`src/rtl/quad_seg_scan_ctrl.sv`:
```
// ---------------------------------------------------------------------------
// quad_seg_scan_ctrl
//   Scan scheduler for a 4-digit seven-segment display. Each digit gets a slot
//   of BLANK_CYC cycles with all anodes off, followed by DWELL_CYC cycles lit.
//   Digits are scanned in the fixed order 0,1,2,3. Displayed values come from
//   shadow registers that are only reloaded at a frame boundary, or while the
//   scan is idle, through a req/ack handshake, so a frame never mixes old and
//   new values. Leading zeros can be blanked, and the lz_en control is live.
//
// Optional feature (macro QUAD_SEG_PWM_EN):
//   Adds i_brightness. In SHOW the anode is on only while cnt[3:0] <= brightness.
//
// Ports
//   clk            system clock
//   rst_n          asynchronous active-low reset
//   i_enable       1 = scan running, 0 = display dark
//   i_nums[15:0]   {num3,num2,num1,num0}, captured on the handshake only
//   i_dp_mask[3:0] dot enable per digit, captured together with i_nums
//   i_lz_en        leading-zero suppression enable (live)
//   i_upd_req      level request to load i_nums / i_dp_mask
//   i_brightness   PWM level 0..15 (QUAD_SEG_PWM_EN builds only)
//   o_upd_ack      1-cycle pulse: shadow registers hold the new values this cycle
//   o_hex[3:0]     nibble of the selected digit, feeds the hex decoder
//   o_an[3:0]      anodes, active-low
//   o_dp_n         decimal point, active-low
//   o_frame_sync   1-cycle pulse in the first BLANK cycle of digit 0
// ---------------------------------------------------------------------------
module quad_seg_scan_ctrl #(
    parameter int DWELL_CYC = 100000,
    parameter int BLANK_CYC = 16
) (
    input  logic        clk,
    input  logic        rst_n,
    input  logic        i_enable,
    input  logic [15:0] i_nums,
    input  logic [3:0]  i_dp_mask,
    input  logic        i_lz_en,
    input  logic        i_upd_req,
`ifdef QUAD_SEG_PWM_EN
    input  logic [3:0]  i_brightness,
`endif
    output logic        o_upd_ack,
    output logic [3:0]  o_hex,
    output logic [3:0]  o_an,
    output logic        o_dp_n,
    output logic        o_frame_sync
);

    localparam int CNT_MAX = (DWELL_CYC > BLANK_CYC) ? DWELL_CYC : BLANK_CYC;
    // At least 4 bits so the PWM comparison on cnt[3:0] is always legal.
    localparam int CNT_W   = ($clog2(CNT_MAX) < 4) ? 4 : $clog2(CNT_MAX);

    typedef enum logic [1:0] {
        IDLE  = 2'd0,
        BLANK = 2'd1,
        SHOW  = 2'd2
    } state_t;

    state_t             r_state, w_state_next;
    logic [1:0]         r_idx, w_idx_next;
    logic [CNT_W-1:0]   r_cnt, w_cnt_next;
    logic [15:0]        r_nums, w_nums_next;
    logic [3:0]         r_dp, w_dp_next;
    logic               w_load;
    logic               w_frame_start;
    logic [3:0]         w_supp;
    logic [3:0]         w_an_next;
    logic               w_dp_n_next;
    logic [3:0]         w_hex_next;
    logic               w_lit;

    logic               r_upd_ack;
    logic [3:0]         r_hex;
    logic [3:0]         r_an;
    logic               r_dp_n;
    logic               r_frame_sync;

    // Next-state logic. The disable override sits last so it wins from any
    // state, but it does not cancel a frame-end load decided in SHOW.
    always_comb begin
        w_state_next  = r_state;
        w_idx_next    = r_idx;
        w_cnt_next    = r_cnt;
        w_load        = 1'b0;
        w_frame_start = 1'b0;
        case (r_state)
            IDLE: begin
                // A request held through an ack must not reload every cycle.
                w_load = i_upd_req && !r_upd_ack;
                if (i_enable) begin
                    w_state_next  = BLANK;
                    w_idx_next    = 2'd0;
                    w_cnt_next    = '0;
                    w_frame_start = 1'b1;
                end
            end
            BLANK: begin
                if (r_cnt == CNT_W'(BLANK_CYC - 1)) begin
                    w_state_next = SHOW;
                    w_cnt_next   = '0;
                end else begin
                    w_cnt_next = r_cnt + 1'b1;
                end
            end
            SHOW: begin
                if (r_cnt == CNT_W'(DWELL_CYC - 1)) begin
                    w_state_next = BLANK;
                    w_cnt_next   = '0;
                    w_idx_next   = r_idx + 2'd1;
                    if (r_idx == 2'd3) begin
                        w_load        = i_upd_req;
                        w_frame_start = 1'b1;
                    end
                end else begin
                    w_cnt_next = r_cnt + 1'b1;
                end
            end
            default: begin
                w_state_next = IDLE;
            end
        endcase
        if (!i_enable) begin
            w_state_next  = IDLE;
            w_idx_next    = 2'd0;
            w_cnt_next    = '0;
            w_frame_start = 1'b0;
        end
    end

    assign w_nums_next = w_load ? i_nums    : r_nums;
    assign w_dp_next   = w_load ? i_dp_mask : r_dp;

    // Digit gi is suppressed when it and every higher digit are zero.
    assign w_supp[0] = 1'b0;
    generate
        for (genvar gi = 1; gi < 4; gi++) begin : g_supp
            assign w_supp[gi] = i_lz_en && (w_nums_next[15:4*gi] == '0);
        end
    endgenerate

`ifdef QUAD_SEG_PWM_EN
    assign w_lit = !w_supp[w_idx_next] && (w_cnt_next[3:0] <= i_brightness);
`else
    assign w_lit = !w_supp[w_idx_next];
`endif

    // Outputs are registered from the next state so they line up with the
    // state register. hex is presented from BLANK onward so the decoder has
    // settled before the anode turns on.
    always_comb begin
        w_an_next   = 4'hF;
        w_dp_n_next = 1'b1;
        w_hex_next  = r_hex;
        if (w_state_next != IDLE) begin
            w_hex_next = w_nums_next[{w_idx_next, 2'b00} +: 4];
        end
        if (w_state_next == SHOW && w_lit) begin
            w_an_next[w_idx_next] = 1'b0;
            w_dp_n_next           = ~w_dp_next[w_idx_next];
        end
    end

    always_ff @(posedge clk or negedge rst_n) begin
        if (!rst_n) begin
            r_state      <= IDLE;
            r_idx        <= 2'd0;
            r_cnt        <= '0;
            r_nums       <= 16'h0000;
            r_dp         <= 4'h0;
            r_upd_ack    <= 1'b0;
            r_hex        <= 4'h0;
            r_an         <= 4'hF;
            r_dp_n       <= 1'b1;
            r_frame_sync <= 1'b0;
        end else begin
            r_state      <= w_state_next;
            r_idx        <= w_idx_next;
            r_cnt        <= w_cnt_next;
            r_nums       <= w_nums_next;
            r_dp         <= w_dp_next;
            r_upd_ack    <= w_load;
            r_hex        <= w_hex_next;
            r_an         <= w_an_next;
            r_dp_n       <= w_dp_n_next;
            r_frame_sync <= w_frame_start;
        end
    end

    assign o_upd_ack    = r_upd_ack;
    assign o_hex        = r_hex;
    assign o_an         = r_an;
    assign o_dp_n       = r_dp_n;
    assign o_frame_sync = r_frame_sync;

endmodule
```
`config.mk`:
```
export PLATFORM = sky130hd
export DESIGN_NAME = quad_seg_scan_ctrl
export DESIGN_NICKNAME = d
export VERILOG_FILES = /design/src/rtl/quad_seg_scan_ctrl.sv
export SDC_FILE = /design/constraint.sdc
export NUM_CORES = 1
export LEC_CHECK = 0
export CORE_UTILIZATION = 35
export CTS_CLUSTER_SIZE = 28
export DETAILED_ROUTE_END_ITERATION = 8
export PLACE_DENSITY = 0.67
export REMOVE_ABC_BUFFERS = 1
export SYNTH_ARGS = -nofsm -noshare
export SYNTH_HDL_FRONTEND = slang
export SYNTH_SLANG_ARGS = --single-unit
export TNS_END_PERCENT = 5
```
`constraint.sdc`:
```
create_clock -name clk -period 6.55 [get_ports clk]
set_clock_uncertainty 0.05 [all_clocks]
set_input_delay 1.6375 -clock clk [delete_from_list [all_inputs] [get_ports clk]]
set_output_delay 1.6375 -clock clk [all_outputs]
set_load 0.02 [all_outputs]
```
[Word level (Yosys, flattened, before mapping)]
Cells that the tools add are included.
Cells by class
  add/sub/neg operators: 2
  magnitude comparators: 2
  equal/unequal tests: 7
  shifts and indexed selects: 1
  multiplexer cells: 28
  bitwise gates (word level): 2
  reductions and logical operators: 13
Operator list (count)
  2-to-1 mux 17 bit: 3
  case mux 17 bit (3 select lines): 1
  adder 17 x 1 -> 17 bit (second input constant): 1
  == test 17 bit (second input constant): 1
  == test 17 x 4 -> 1 bit (second input constant): 1
  2-to-1 mux 16 bit: 1
  indexed part select 16 x 5 -> 4 bit: 1
  logical NOT 12 bit: 1
  2-to-1 mux 2 bit: 5
  2-to-1 mux 1 bit: 9
  logical NOT 8 bit: 1
  2-to-1 mux 4 bit: 2
  == test 2 bit (second input constant): 3
  logical AND 1 bit: 6
  case mux 2 bit (3 select lines): 1
  binary-select mux 1 bit (select 2 bit): 2
  logical NOT 4 bit: 1
  != test 4 x 1 -> 1 bit (second input constant): 1
  NOT 4 bit: 1
  case mux 1 bit (2 select lines): 2
  case mux 2 bit (2 select lines): 1
  < comparator 2 x 3 -> 1 bit (second input constant): 1
  adder 2 x 1 -> 2 bit (second input constant): 1
  demux 1 bit (select 2 bit): 1
  6 further kinds: 7
Storage, ports and cells
  register bits: 52
  logic and storage cells: 65

[Depth between registers and ports, before layout]
  depth in word-level cells: 12
  depth in mapped cells: 10

[Least setup slack after synthesis]
Ideal clock, no wire load.
  path type: input-to-reg
  start: in i_upd_req
  end: reg r_hex[2] (netlist: o_hex[2])
  setup time: 125 ps
  arrival time: 3297 ps
  data required time: 6375 ps
  path slack: 3079 ps
  cell stages on the path: 8
  cells stage by stage: nand3_1 o41ai_4 buf_6 buf_8 mux2i_1 o22ai_1 a221o_1 mux2_2
Between the ends
  word-level cells in the longest chain between the ends: 5
  elaborated cells between the ends (all ways): 6
RTL lines
  from (decl): RTL line 38  | input logic i_upd_req,
  2-to-1 mux 1 bit: RTL line 110  | if (r_idx == 2'd3) begin
  2-to-1 mux 1 bit: RTL line 106  | if (r_cnt == CNT_W'(DWELL_CYC - 1)) begin
  case mux 1 bit (2 select lines) (*): RTL line 86  | case (r_state)
  named net w_load: RTL line 64  | logic w_load;
  2-to-1 mux 16 bit (*): RTL line 130  | assign w_nums_next = w_load ? i_nums : r_nums;
  indexed part select 16 x 5 -> 4 bit (*): RTL line 155  | w_hex_next = w_nums_next[{w_idx_next, 2'b00} +: 4];
  to (signal assigned): RTL line 182  | r_hex <= w_hex_next;
  to (decl): RTL line 73  | logic [3:0] r_hex;
Mark *: on every way through the listed nets, which the timed path passes. The rest lies on a longest branch.
A chain may end at the register's enable or synchronous reset.

[Worst setup path in the final report]
  start: in i_upd_req
  end: reg r_hex[0] (netlist: o_hex[0])
Between the ends
  word-level cells in the longest chain between the ends: 5
  elaborated cells between the ends (all ways): 6
RTL lines
  2-to-1 mux 1 bit: RTL line 110
  2-to-1 mux 1 bit: RTL line 106
  case mux 1 bit (2 select lines) (*): RTL line 86
  2-to-1 mux 16 bit (*): RTL line 130
  named net w_nums_next[8]: RTL line 62  | logic [15:0] r_nums, w_nums_next;
  indexed part select 16 x 5 -> 4 bit (*): RTL line 155
Marked as above.

==> qor.csv <==
metric,value,unit
CTS Buffer Depth,2,
Comb pwr share,23.6,%
CP required,6.71,ns
Synth Area per Inst,10.7,um^2
vias per cell,5.24,
Max Freq,267,MHz
routability cong.,0.843,
CP Launch Type,primary input,
Initial Util,36.2,%
cell area power density,229,mW/mm^2
# hold bufs at CTS,0,
"critical path fanouts, max",25,
post-route design area,0.00332,mm^2
initial drt markers,122,
period utilisation layout,57.2,%
share of cells above drive strength 1,16.1,%
Synth Cell Area,0.00280,mm^2
largest net degree at the start of global routing,53,
Post-synth top flop,dfrtp_1,
GRT overflow,0,
Ys Warns,0,
vias,2100,
CORE AREA,0.00773,mm^2
ANT nets after route,0,
Critical Path Max Stage Delay,0.48,ns
row cnt,32,
clk slew on worst S/H paths,0.10,ns
worst-path cell chain,clkdlybuf4s50_1 -> nand3_1 -> o41ai_4 -> buf_4 -> mux2_2 -> o2bb2ai_1 -> a211o_1 -> mux2_2,
Final nets,329,
Fin Setup TNS,0,ns
Slew HR,35.4,%
register area share after synthesis,46.7,%
num ports,36,
min Tclk post-route,3.75,ns
htree depth,2,
outcome,finished clean,
die area,0.00836,mm^2
Sink Count,52,
CTS tree,done,
drt pass-1 iters,4,
cts repair resizes,0,
Final Power,759,uW
Seq pwr share,51.5,%
vias in the first global route,1950,
final antenna diode count,0,
port bufs,35,
first-pass GRT wire length,9.90,mm
Placed Area,0.00323,mm^2
clock share of power,24.9,%
Num CTS Buffers,5,
DPL Wire Length,4.17,mm
number of setup buffers added after CTS,0,
pre-CTS WS,2.49,ns
final WL,5.88,mm
slowest CP cell,clkdlybuf4s50_1,
initial antenna violation count,0,
critical path endpoint category,register,
number of enable flip-flop cells after synthesis,0,
# fillers,720,
most common cell type on the critical path,mux2_2,
type of the most critical hold path,reg2reg,
max_cap viols,0,
Pins Over Slew Limit,0,
Switch Pwr,223,uW
VDD IR max,0.148,mV
async set-reset flop share out of synthesis,100,%
setup ws final,2.80,ns
RSZ-0062 raised after global routing,no,
CP Class,in2reg,
Net Sw Frac,29.3,%
area added between synthesis and finish,18.5,%
Pleak,1.39,nW
Final setup viols,0,
insertion delay to the later sink of the worst-skew pair,0.31,ns
Seq. cell area,0.00131,mm^2
DR WL/cell,14.7,um
Int Pwr,537,uW
#FFs+latches synth,52,
Cell variety after synth,57,
area of the multi-input gates,0.00136,mm^2
endpoints failing hold,0,
residual DRC count,0,
CTS root buf,clkbuf_8,
Slew @ Worst Pin,0.965,ns
GRT Total Usage,14.9,%
die span in x,91.4,um
arrival time at the worst endpoint,3.90,ns
Die H,91.4,um
Post-Synthesis Cells,261,
## power by group through the flow
stage / clock, mW / sequential, mW / combinational, mW
floorplan: 0 / 0.408 / 0.0909
global placement: 0 / 0.397 / 0.177
detailed placement: 0 / 0.397 / 0.180
CTS: 0.195 / 0.392 / 0.181
global route: 0.207 / 0.397 / 0.196
finish: 0.189 / 0.391 / 0.179
## path summary, 6_finish.rpt
check	endpoint	from	depth (start not counted)	slack (ns)
worst max-delay path	o_hex[0]	i_upd_req	8	2.80
worst min register to register	r_dp[3]	r_dp[3]	2	0.44
max in group asynchronous	r_nums[1]	rst_n	2	4.64
min in group asynchronous	r_cnt[10]	rst_n	2	1.38
worst min-delay path	r_dp[3]	r_dp[3]	2	0.44
worst max register to register	o_hex[0]	r_cnt[11]	8	3.60
## kinds of logic after synthesis
kind of cell	after synthesis	synth area share, %
muxes	30	12.0
buffers and inverters	24	4.78
xor gates and xnor gates	5	1.56
DFF	52	46.7
adders and majority gates	6	2.68
AOI/OAI and AO/OA	57	14.7
and+or+nand+nor	87	17.7
## critical path, delay by kind of cell
kind / cells / cell delay [ns]
buffers and inverters: 2 / 0.86
and+or+nand+nor: 1 / 0.13
muxes: 2 / 0.65
AOI/OAI and AO/OA: 3 / 0.60
## synthesized netlist by cell type (all sizes together), types with 3 or more instances
master / count / area (um^2)
o21ai: 27 / 135
nor4: 9 / 71.3
nand2: 17 / 66.3
xor2: 5 / 43.8
o21a: 3 / 22.5
nor2b: 5 / 31.3
clkbuf: 4 / 25.0
nor2: 13 / 48.8
ha: 6 / 75.1
nand2b: 8 / 50.1
dfstp: 5 / 131
dfrtp: 47 / 1180
nand3: 10 / 50.1
mux2i: 12 / 133
mux2: 18 / 203
or4: 3 / 27.5
buf: 4 / 48.8
nor3b: 3 / 22.5
o31ai: 4 / 30.0
and3: 9 / 60.1
inv: 16 / 60.1
## stage by stage
| stage | std cells | hold slack [ns] | utilization (%) |
|---|---|---|---|
| after floorplan | 253 | 0.391 | - |
| after global placement | 393 | 0.413 | 41.8 |
| after detailed placement | 393 | 0.417 | 41.8 |
| after CTS | 401 | 0.447 | 42.9 |
| after global routing | 401 | 0.466 | 42.9 |
| final | 401 | 0.442 | 42.9 |
## metal layers
layer	routed length [um]	vias up	GRT usage (%)
li1	-	1018	-
met5	0	-	0
met2	2740	46	22.6
met3	218	4	2.43
met4	61	0	4.76
met1	2870	1032	21.4
## sequential cells by signal, indices dropped and copies added (netlist names), 2 cells and up
signal / cells
o_an: 4
o_hex: 4
r_cnt: 17
r_dp: 4
r_idx: 2
r_nums: 16
r_state: 2
## placed cells by master, fill, tap and decap left out, types with 2 or more instances in the layout
cell,count
xor2_1,5
nor3_1,2
nor3b_1,2
nand3b_1,2
clkdlybuf4s50_1,34
mux2i_1,11
inv_1,16
nor4_1,8
nand3_1,10
nand2_1,16
o2bb2ai_1,2
dfstp_2,5
o21a_1,3
mux2_2,17
a211o_1,2
clkbuf_8,5
o22ai_1,2
o31ai_1,4
nor2b_1,5
and3_1,6
dfrtp_1,47
ha_1,6
o21ai_1,2
nor2_1,13
nand2b_1,8
and3_2,3
a221o_1,2
o211ai_1,2
o21ai_0,25
buf_4,3
## cell type report
type	count	share of cell area (%)
inverters	16	1.81
clock buffers	5	2.07
multi-input cells	185	41.1
flip-flops and latches	52	39.4
repair buffers	38	11.1
well taps	102	3.85
clock inverters	3	0.641
(Power assumes the default switching activity.)
